--- src/rtl/eachseq.sv ---
// rtl/eachseq.sv - EA4163 channel enable sequencer; optional watchdog under EACHSEQ_WDOG_EN
module eachseq #(
  parameter int RESET_CYCLES  = 4,
  parameter int SETTLE_CYCLES = 16,
  parameter int GAP_CYCLES    = 2,
  parameter int WDOG_CYCLES   = 1024
) (
  input  logic        clk,
  input  logic        reset,
  input  logic        wr,
  input  logic [15:0] addr,
  input  logic [15:0] cmd,
  output logic        ready,
  output logic        busy,
  output logic        eareset,
  output logic        inchen,
  output logic        outchen,
  output logic        err,
  output logic        wdog
);

  localparam int MAX_A = (RESET_CYCLES > SETTLE_CYCLES) ? RESET_CYCLES : SETTLE_CYCLES;
  localparam int MAX_B = (MAX_A > GAP_CYCLES) ? MAX_A : GAP_CYCLES;
  localparam int MAX_C = (MAX_B > WDOG_CYCLES) ? MAX_B : WDOG_CYCLES;
  localparam int CW    = $clog2(MAX_C) + 1;

  localparam logic [15:0]   ADDR_CHEN   = 16'h7C94;
  localparam logic [15:0]   ADDR_RST    = 16'h7CA6;
  localparam logic [CW-1:0] RESET_LOAD  = CW'(RESET_CYCLES - 1);
  localparam logic [CW-1:0] SETTLE_LOAD = CW'(SETTLE_CYCLES - 1);
  localparam logic [CW-1:0] GAP_LOAD    = CW'(GAP_CYCLES - 1);
  localparam logic [CW-1:0] CNT_ONE     = CW'(1);

  typedef enum logic [1:0] {
    S_IDLE      = 2'd0,
    S_RST_PULSE = 2'd1,
    S_SETTLE    = 2'd2,
    S_GAP       = 2'd3
  } state_t;

  state_t        state, state_n;
  logic [CW-1:0] cnt, cnt_n;
  logic          pend_v, pend_v_n;
  logic [15:0]   pend_addr, pend_addr_n;
  logic [15:0]   pend_cmd, pend_cmd_n;
  logic          tgt_in, tgt_in_n;
  logic          tgt_out, tgt_out_n;
  logic          init, init_n;
  logic          restart, restart_n;
  logic          eareset_n, inchen_n, outchen_n, err_n;
  logic          pop, accept;

`ifdef EACHSEQ_WDOG_EN
  logic [CW-1:0] wcnt, wcnt_n;
  logic          wdog_q, wdog_n;
  localparam logic [CW-1:0] WDOG_LAST = CW'(WDOG_CYCLES - 1);
`endif

  // A popped slot frees on the same edge, so a write landing on a pop edge is taken.
  assign pop    = (state == S_IDLE) && pend_v;
  assign accept = wr && (!pend_v || pop);
  assign ready  = ~pend_v;
  assign busy   = (state != S_IDLE) || pend_v;

  // Next-state, command decode and channel step selection.
  always_comb begin
    state_n     = state;
    cnt_n       = cnt;
    pend_v_n    = pend_v;
    pend_addr_n = pend_addr;
    pend_cmd_n  = pend_cmd;
    tgt_in_n    = tgt_in;
    tgt_out_n   = tgt_out;
    init_n      = init;
    restart_n   = restart;
    eareset_n   = eareset;
    inchen_n    = inchen;
    outchen_n   = outchen;
    err_n       = err;
`ifdef EACHSEQ_WDOG_EN
    wcnt_n      = wcnt;
    wdog_n      = wdog_q;
`endif

    case (state)
      S_IDLE: begin
        if (pop) begin
          // Decode cycle: only targets/flags move, channel outputs hold.
          pend_v_n = 1'b0;
          if (pend_addr == ADDR_CHEN) begin
            case (pend_cmd)
              16'h0001: tgt_out_n = 1'b1;
              16'h0010: tgt_out_n = 1'b0;
              16'h0002: tgt_in_n  = 1'b1;
              16'h0020: tgt_in_n  = 1'b0;
              16'h0003: begin
                tgt_in_n  = 1'b1;
                tgt_out_n = 1'b1;
              end
              16'h0030: begin
                tgt_in_n  = 1'b0;
                tgt_out_n = 1'b0;
              end
              default:  err_n = 1'b1;
            endcase
          end else if ((pend_addr == ADDR_RST) && (pend_cmd == 16'h0001)) begin
            restart_n = 1'b1;
            err_n     = 1'b0;
`ifdef EACHSEQ_WDOG_EN
            wdog_n    = 1'b0;
`endif
          end else begin
            err_n = 1'b1;
          end
        end else if (restart || (!init && (tgt_in || tgt_out))) begin
          state_n   = S_RST_PULSE;
          cnt_n     = RESET_LOAD;
          eareset_n = 1'b1;
          inchen_n  = 1'b0;
          outchen_n = 1'b0;
          restart_n = 1'b0;
        end else if (outchen && !tgt_out) begin
          outchen_n = 1'b0;
          state_n   = S_GAP;
          cnt_n     = GAP_LOAD;
        end else if (inchen && !tgt_in) begin
          inchen_n  = 1'b0;
          state_n   = S_GAP;
          cnt_n     = GAP_LOAD;
        end else if (tgt_in && !inchen) begin
          inchen_n  = 1'b1;
          state_n   = S_GAP;
          cnt_n     = GAP_LOAD;
        end else if (tgt_out && !outchen) begin
          outchen_n = 1'b1;
          state_n   = S_GAP;
          cnt_n     = GAP_LOAD;
        end
      end
      S_RST_PULSE: begin
        if (cnt == '0) begin
          state_n   = S_SETTLE;
          cnt_n     = SETTLE_LOAD;
          eareset_n = 1'b0;
        end else begin
          cnt_n = cnt - CNT_ONE;
        end
      end
      S_SETTLE: begin
        if (cnt == '0) begin
          state_n = S_IDLE;
          init_n  = 1'b1;
        end else begin
          cnt_n = cnt - CNT_ONE;
        end
      end
      S_GAP: begin
        if (cnt == '0) begin
          state_n = S_IDLE;
        end else begin
          cnt_n = cnt - CNT_ONE;
        end
      end
      default: state_n = S_IDLE;
    endcase

    if (accept) begin
      pend_v_n    = 1'b1;
      pend_addr_n = addr;
      pend_cmd_n  = cmd;
    end else if (wr) begin
      err_n = 1'b1;
    end

`ifdef EACHSEQ_WDOG_EN
    // Host silence while a channel is wanted: drop targets, disable runs the normal order.
    if (accept) begin
      wcnt_n = '0;
    end else if (tgt_in || tgt_out) begin
      if (wcnt == WDOG_LAST) begin
        wcnt_n    = '0;
        tgt_in_n  = 1'b0;
        tgt_out_n = 1'b0;
        wdog_n    = 1'b1;
      end else begin
        wcnt_n = wcnt + CNT_ONE;
      end
    end else begin
      wcnt_n = '0;
    end
`endif
  end

  // State and datapath registers; reset returns to a cold, uninitialised sequencer.
  always_ff @(posedge clk or negedge reset) begin
    if (!reset) begin
      state     <= S_IDLE;
      cnt       <= '0;
      pend_v    <= 1'b0;
      pend_addr <= '0;
      pend_cmd  <= '0;
      tgt_in    <= 1'b0;
      tgt_out   <= 1'b0;
      init      <= 1'b0;
      restart   <= 1'b0;
      eareset   <= 1'b0;
      inchen    <= 1'b0;
      outchen   <= 1'b0;
      err       <= 1'b0;
    end else begin
      state     <= state_n;
      cnt       <= cnt_n;
      pend_v    <= pend_v_n;
      pend_addr <= pend_addr_n;
      pend_cmd  <= pend_cmd_n;
      tgt_in    <= tgt_in_n;
      tgt_out   <= tgt_out_n;
      init      <= init_n;
      restart   <= restart_n;
      eareset   <= eareset_n;
      inchen    <= inchen_n;
      outchen   <= outchen_n;
      err       <= err_n;
    end
  end

`ifdef EACHSEQ_WDOG_EN
  // Watchdog counter and sticky trip flag.
  always_ff @(posedge clk or negedge reset) begin
    if (!reset) begin
      wcnt   <= '0;
      wdog_q <= 1'b0;
    end else begin
      wcnt   <= wcnt_n;
      wdog_q <= wdog_n;
    end
  end

  assign wdog = wdog_q;
`else
  assign wdog = 1'b0;
`endif

endmodule
--- config.mk ---
export PLATFORM = sky130hd
export DESIGN_NAME = eachseq
export DESIGN_NICKNAME = d
export VERILOG_FILES = /design/src/rtl/eachseq.sv
export SDC_FILE = /design/constraint.sdc
export NUM_CORES = 1
export LEC_CHECK = 0
export BUFFER_PORTS_ARGS = -buffer_cell sky130_fd_sc_hd__buf_2
export CAP_MARGIN = 5
export CORE_ASPECT_RATIO = 0.7
export CORE_MARGIN = 5
export CORE_UTILIZATION = 60
export CTS_CLUSTER_DIAMETER = 100
export DETAILED_ROUTE_END_ITERATION = 10
export GPL_TIMING_DRIVEN = 0
export HOLD_SLACK_MARGIN = 0.08
export MAX_ROUTING_LAYER = met4
export PLACE_DENSITY_LB_ADDON = 0.3
export SLEW_MARGIN = 40
export SYNTH_ARGS = -nofsm -noshare
export SYNTH_HDL_FRONTEND = slang
export SYNTH_SLANG_ARGS = --single-unit
--- constraint.sdc ---
create_clock -name clk -period 2.8 [get_ports clk]
set_input_delay 0.14 -clock clk [delete_from_list [all_inputs] [get_ports clk]]
set_output_delay 0.14 -clock clk [all_outputs]
set_load 0.03 [all_outputs]
# == Word-level counts from Yosys, hierarchy flattened ==
# Cells that the tools add are included.
# Widths: inputs -> output; s select.
# word_totals
regBits,54
inputBits,35
output_inout_bits,7
word_cells,130
# classes
add_sub_neg,1
eq_ne,22
mux,47
n_bitwise,2
reduce_logical,45
# ops
op,count
$mux 11,8
$pmux 11 s3,1
$eq 16x15->1 const B,2
$eq 16x2->1 const B,2
$eq 16x6->1 const B,2
$mux 1,26
$reduce_and 4->1,6
$eq 16x1->1 const B,1
$eq 16x5->1 const B,1
$mux 2,8
$reduce_bool 2->1,7
$logic_not 11->1,1
$sub 11x1->11 const B,1
$ne 2x2->1 const B,5
$reduce_or 2->1,5
$logic_and 1x1->1,8
$logic_not 1->1,6
$ne 2x1->1 const B,3
$ne 3x3->1 const B,2
$ne 6x1->1 const B,1
$pmux 1 s2,3
$pmux 2 s3,1
$reduce_bool 3->1,2
$reduce_or 6->1,1
other kinds (8),14

# == Logic depth before layout (Yosys ltp) ==
# Gate-level depths: netlist (run 1).
# logic_depth
ltp_word,9
ltp_mapped,8
mapped_depth_nobuf,7

# == Worst setup path before layout (run 1) ==
# Ideal clock, no wire load.
# synth_path
path_type,register to register
from,register cnt[0]
to,register cnt[8]
setup_time_ns,0.121
t_arrival_ns,1.809
path_slack_ns,0.870
path_stages_with_launch,9
n_path_buf,1
synth_period_minus_slack_ns,1.930
cell_sequence,dfrtp_1 -> inv_1 -> ha_1 -> or4b_1 -> nor4_4 -> buf_6 -> and2_1 -> o21ai_1 -> a22o_1
# synth_via
elab_chain_cells,3
word_cells_on_any_way,7
classes_between,add/sub (1); eq/ne (1); mux (3); reduce/logical (2)
# synth_rtl
item,line,source
from (decl),42,"logic [CW-1:0] cnt, cnt_n;"
from (signal assigned),212,cnt <= cnt_n;
$sub 11x1->11 or $logic_not 11->1 (tied branches),-,
"$mux 11, or another cell as far along","150, 158",
$pmux 11 s3 or $reduce_and 3->1 (tied branches),-,
# Several ways; a longest one is shown, not always the timed one. The select of a mux whose other input is x is not followed.
# A chain may end at the register's enable or synchronous reset.

# == Worst setup path in the final report (run 1) ==
# layout_path
from,register state[0]
to,output port busy
# layout_via
elab_chain_cells,2
# layout_rtl
item,line,source
from (decl),41,"state_t state, state_n;"
from (signal assigned),211,state <= state_n;
$reduce_bool 2->1,63,assign busy = (state != S_IDLE) || pend_v;
$logic_or 1x1->1,63,
to (decl),14,"output logic busy,"
# No other way between the ends.

==> results of run 1 <==
-- worst max-delay path, cell delays in order (launching register included) --
cell,delay [ns]
dfrtp_1,0.38
clkbuf_1,0.20
or2_0,0.26
clkbuf_1,0.18
nor2_1,0.48
inv_1,0.07
buf_2,0.19
-- per-stage QoR --
stage | util, % | hold slack, ns
after floorplan | - | -0.1556
after global placement | 67.97 | 0.3504
after detailed placement | 68.02 | 0.2214
after CTS | 77.91 | 0.08257
after global routing | 78.14 | 0.4880
final | 78.14 | 0.4011
-- kinds of logic after synthesis --
kind of cell,Yosys count
mux,36
other cells,1
xor+xnor,2
flops,54
fa+ha+maj,2
compound gates,47
simple gates,72
buf+inv,22
-- area by class of cell --
type / count / area [um^2]
fill: 285 / 940.9
buffer: 9 / 52.55
clock buffer: 7 / 86.33
clock inverter: 1 / 8.758
tap: 55 / 68.82
sequential: 54 / 1351
multi-input combinational: 160 / 1204
timing repair buffer: 74 / 543.0
inverter: 13 / 48.80
-- metal layers --
| layer | up-vias | GRT usage, % | routed length (um) |
|---|---|---|---|
| li1 | 1023 | - | - |
| met1 | 1031 | 32.82 | 2785 |
| met2 | 56 | 40.17 | 2985 |
| met3 | 15 | 4.887 | 340 |
| met4 | 0 | 8.178 | 116 |
| met5 | - | - | 0 |
-- where the power goes --
part / internal [mW] / total (mW) / switching, mW / leakage [nW]
Sequential: 1.13 / 1.43 / 0.299 / 0.645
Combinational: 0.556 / 1.07 / 0.519 / 0.800
Clock: 0.205 / 0.471 / 0.266 / 0.0489
-- cells in the final DEF (no fill, tap or decap), drive strengths merged, types with 3 or more instances in the layout --
master       instances
inv                 14
clkbuf              10
a21o                 4
and2                 4
nand4                3
dfrtp               54
mux2                32
buf                 46
nand3                6
nand2b               6
nand2               15
nor4b                4
a21oi               12
mux2i                4
a31oi                3
dlygate4sd3         34
o21ai               13
nor4                 8
a22o                 3
nor2                 8
nor3                 5
-- sequential cells by signal (all words and copies together), names as in the netlist --
name,flops
cnt,11
eareset,1
err,1
inchen,1
init,1
outchen,1
pend_addr,16
pend_cmd,16
pend_v,1
restart,1
state,2
tgt_in,1
tgt_out,1
-- worst max path at each step --
| stage | end | slack (ns) | cells past startpoint |
|---|---|---|---|
| detailed placement | pend_addr[3]$_DFFE_PN0P_ | 0.67 | 7 |
| floorplan | cnt[8]$_DFFE_PN0P_ | 0.87 | 8 |
| finish | busy | 0.58 | 6 |
| CTS | busy | 0.60 | 6 |
| global placement | cnt[8]$_DFFE_PN0P_ | 0.72 | 8 |
| global route | busy | 0.41 | 6 |
-- what timing repair did --
item,in CTS,in global routing
hold endpoints to repair,86,1
gates resized for setup,0,0
hold buffers,33,1
==> results.json, run 1 <==
{
  "rsz0062_at_grt": "no",
  "track_usage_pct": 25.27,
  "crit_path_end_kind": "primary output",
  "coreArea_um2": 4304,
  "setup_viol": 0,
  "syn_inst": 236,
  "placed_cells": 331,
  "powerDensity_nw_per_um2": 884.1,
  "finalCritPeriodShare_pct": 79.14,
  "area_growth_pct": 26.61,
  "synth.most_common_cell": "dfrtp_1",
  "layout.nets": 354,
  "dr_total_vias": 2125,
  "synth_top_family_by_area": "simple AND/OR/NAND/NOR gates",
  "clock-skew-final_ns": 0.01046,
  "antenna_found_initial": 0,
  "cts_tree": "done",
  "ys_ff_latch": 54,
  "placed_cell_area_um2": 2928,
  "grt_start_max_net_pins": 55,
  "critPathLaunch": "state[0]$_DFFE_PN0P_",
  "synth-main-ff-cell": "dfrtp_1",
  "die_area_um2": 5879,
  "fmax_ghz": 0.4513,
  "clock_latency_ns": 0.31,
  "worstHoldPathType": "primary input to asynchronous set/reset pin",
  "grt_pass1_wl_um": 10860,
  "outcome": "complete, no violations",
  "synth_edf_count": 0,
  "wl_per_cell_um": 16.70,
  "worst_ep_arrival_time_ns": 2.08,
  "numCtsBuffers": 5,
  "gp_congestion": 0.9166,
  "drt_wl_total_um": 6228,
  "start_util_pct": 61.72,
  "synth_top_area_share_pct": 50.87,
  "synth_adder_area_share_pct": 0.9421,
  "drive_gt1_share_pct": 28.30,
  "antenna_cells": 0,
  "r2r_slack_ns": 0.63,
  "cp_max_fo": 9,
  "die_h_um": 65.67,
  "synthArstFlopShare_pct": 100.0,
  "drtPass1Iterations": 4,
  "synth.net_count": 273,
  "tns_ns": 0,
  "port_buffers": 40,
  "ctsLongestPathBuffers": 2,
  "postRouteAntennaNets": 0,
  "layout_setup_ws_ns": 0.5840,
  "synth_common_cells": "dfrtp_1, mux2_2, nand2_1",
  "clock-sinks": 54,
  "cp-start-kind": "register",
  "muxShareOfSynthArea_pct": 15.07,
  "r2r_end": "pend_cmd[8]$_DFFE_PN0P_",
  "worstReg2RegStart": "state[0]$_DFFE_PN0P_",
  "io_pins": 42,
  "max_slew_margin_pct": 54.47,
  "synth_xor_area_share_pct": 0.6594,
  "maxCapViolCount": 0,
  "worstMarginPinSlew_ns": 0.6759,
  "crit_type": "register to primary output",
  "peakVddDrop_uv": 551.5,
  "syn_area_per_cell_um2": 11.26,
  "ys_seq_area_share_pct": 50.87,
  "synthTopCellsByArea": "dfrtp_1, mux2_2, a21oi_1",
  "hold_viol_final": 0,
  "drt_iter0_markers": 201,
  "drv_slew": 0,
  "synth_simple_gate_area_share_pct": 16.72,
  "clk_pin_slew_worst_paths_ns": 0.10,
  "p_leak_nw": 1.494,
  "fin_cells": 373,
  "core.rowCount": 20,
  "ff2ff_path_depth": 7,
  "grt.overflow.total": 0,
  "postLayoutCellArea_um2": 3363,
  "grt_pass1_vias": 2265,
  "drc": 0,
  "total_power_mw": 2.974,
  "fin_crit_ns": 2.216,
  "yosys_warnings": 0,
  "required_ns": 2.66,
  "synth_area_leader_cell": "dfrtp_1",
  "htreeDepth": 2,
  "via_per_inst": 5.697,
  "post_cts_buffers": 0,
  "synth_compound_area_share_pct": 11.78,
  "die_w_um": 89.53,
  "pre_cts_slack_ns": 0.6650,
  "dp_hpwl_um": 3955,
  "ys_types": 50,
  "clockRootBuffer": "clkbuf_8",
  "syn_area_um2": 2656
}
No activity file was read; power rests on OpenSTA's default activity.
==> run 2, diff against run 1 <==
--- a/config.mk
+++ b/config.mk
@@ -9,7 +9,7 @@
 export CAP_MARGIN = 5
 export CORE_ASPECT_RATIO = 0.7
 export CORE_MARGIN = 5
-export CORE_UTILIZATION = 60
+export CORE_UTILIZATION = 56
 export CTS_CLUSTER_DIAMETER = 100
 export DETAILED_ROUTE_END_ITERATION = 10
 export GPL_TIMING_DRIVEN = 0
==> constraint.sdc (replaced) <==
create_clock -name clk -period 2.14 [get_ports clk]
set_input_delay 0.107 -clock clk [delete_from_list [all_inputs] [get_ports clk]]
set_output_delay 0.107 -clock clk [all_outputs]
set_load 0.03 [all_outputs]
==> results.json, run 2 (synthesized netlist as in run 1, its figures left out) <==
{
  "coreArea_um2": 4677,
  "powerDensity_nw_per_um2": 1174,
  "ctsLongestPathBuffers": 2,
  "fmax_ghz": 0.4837,
  "crit_type": "register to register",
  "grt_pass1_wl_um": 10740,
  "track_usage_pct": 22.77,
  "setup_viol": 0,
  "required_ns": 2.34,
  "n_fill_cell": 307,
  "via_per_inst": 5.601,
  "critPathMaxStageDelay_ns": 0.48,
  "peakVddDrop_uv": 598.9,
  "area_growth_pct": 30.81,
  "worstMarginPinSlew_ns": 0.7161,
  "die_w_um": 92.32,
  "grt_start_max_net_pins": 55,
  "die_area_um2": 6243,
  "rsz0062_at_grt": "yes",
  "io_pins": 42,
  "postRouteAntennaNets": 0,
  "dr_total_vias": 2106,
  "cp_slowest_cell": "or4b_4",
  "p_leak_nw": 1.533,
  "htreeDepth": 2,
  "max_slew_margin_pct": 51.03,
  "placed_cell_area_um2": 2930,
  "drtPass1Iterations": 4,
  "multi_input_area_um2": 1279,
  "clk_pin_slew_worst_paths_ns": 0.10,
  "worst-path-buf-inv": 2,
  "reg_top3": "pend_addr x16, pend_cmd x16, cnt x11",
  "cp_max_fo": 5,
  "start_util_pct": 56.80,
  "clockRootBuffer": "clkbuf_8",
  "port_buffers": 40,
  "crit_path_end_kind": "register",
  "drt_wl_total_um": 6250,
  "crit_chain": "inv_2 -> ha_4 -> or4b_4 -> nor4_4 -> buf_6 -> a21oi_4 -> nor4b_4 -> a22o_1",
  "clock_latency_ns": 0.30,
  "r2r_slack_ns": 0.07,
  "finalCritPeriodShare_pct": 96.60,
  "clock-skew-final_ns": 0.003812,
  "grt.overflow.total": 0,
  "outcome": "complete, no violations",
  "numCtsBuffers": 5,
  "dp_hpwl_um": 3927,
  "worst_ep_arrival_time_ns": 2.26,
  "fin_crit_ns": 2.067,
  "worst_hold_slack_ns": 0.3625,
  "cts_tree": "done",
  "layout.nets": 355,
  "seqCellArea_um2": 1354,
  "cp-start-kind": "register",
  "worstHoldPathType": "primary input to asynchronous set/reset pin",
  "maxCapViolCount": 0,
  "die_h_um": 67.63,
  "hold_viol_final": 0,
  "layout_common_cells": "dfrtp_1, buf_2, dlygate4sd3_1",
  "crit_family": "simple AND/OR/NAND/NOR gates",
  "postLayoutCellArea_um2": 3475,
  "grt_pass1_vias": 2208,
  "wl_per_cell_um": 16.62,
  "antenna_cells": 0,
  "drt_iter0_markers": 110,
  "drc": 0,
  "drive_gt1_share_pct": 33.86,
  "layout_commonest_cell": "dfrtp_1",
  "drv_slew": 0,
  "core.rowCount": 21,
  "gp_congestion": 0.8916,
  "clock-sinks": 54,
  "antenna_found_initial": 0
}
==> run 2: worst register-to-register path, cell delays in order (launching register included) <==
cell and delay, ns:
dfrtp_1 0.42, inv_2 0.09, ha_4 0.13, or4b_4 0.48, nor4_4 0.22, buf_6 0.18, a21oi_4 0.07, nor4b_4 0.15
a22o_1 0.22
==> run 2: path summary, 6_finish.rpt <==
| path | from | to | cells after the start |
|---|---|---|---|
| worst max-delay path | cnt[0]$_DFFE_PN0P_ | cnt[8]$_DFFE_PN0P_ | 8 |
| worst min-delay path | reset | pend_addr[0]$_DFFE_PN0P_ | 2 |
| worst max register to register | cnt[0]$_DFFE_PN0P_ | cnt[8]$_DFFE_PN0P_ | 8 |
| worst min register to register | pend_addr[11]$_DFFE_PN0P_ | pend_addr[11]$_DFFE_PN0P_ | 1 |
| max in group asynchronous | reset | tgt_in$_DFFE_PN0P_ | 2 |
| min in group clk | pend_addr[11]$_DFFE_PN0P_ | pend_addr[11]$_DFFE_PN0P_ | 1 |
==> run 2: final cells by class <==
cell class                 count  share of cell area, %
sequential                    54                  38.96
clock inverter                 3                  1.260
buffer                         7                  1.332
inverter                      13                  1.404
tap                           57                  2.053
clock buffer                   5                  1.981
multi-input combinational    160                  36.80
timing repair buffer          77                  16.20
==> run 2: power by group <==
part           leakage, nW  internal (mW)  total [mW]  switching [mW]
registers            0.643           1.48        1.91           0.428
clock network       0.0585          0.351       0.697           0.346
logic                0.832          0.775        1.47           0.699
total                 1.53           2.61        4.08            1.47
==> run 2: per-stage QoR <==
stage	power (mW)	setup slack (ns)	TNS, ns	utilization (%)	instances
detailed placement	3.199	0.02515	0	62.65	333
CTS	3.939	0.002530	0	72.42	375
floorplan	2.836	0.2104	0	-	236
global placement	3.136	0.02041	0	62.60	333
global route	4.354	-0.01768	-0.07427	74.29	376
finish	4.079	0.07272	0	74.29	376
==> run 2: per-layer routing <==
metal  vias up  track usage [%]  routed length [um]
li1       1030                -                   -
met1      1025            29.35                2917
met2        44            38.57                3063
met3         7            3.563                 208
met4         0            5.185                  60
met5         -                -                   0
==> run 2: timing repair <==
action,in CTS,in global routing
pin swaps,0,2
gates resized for setup,1,19
gates cloned,0,1
buffers inserted,0,2
endpoints found under the hold margin,87,0
hold buffers,34,0
endpoints found under the setup margin,1,41
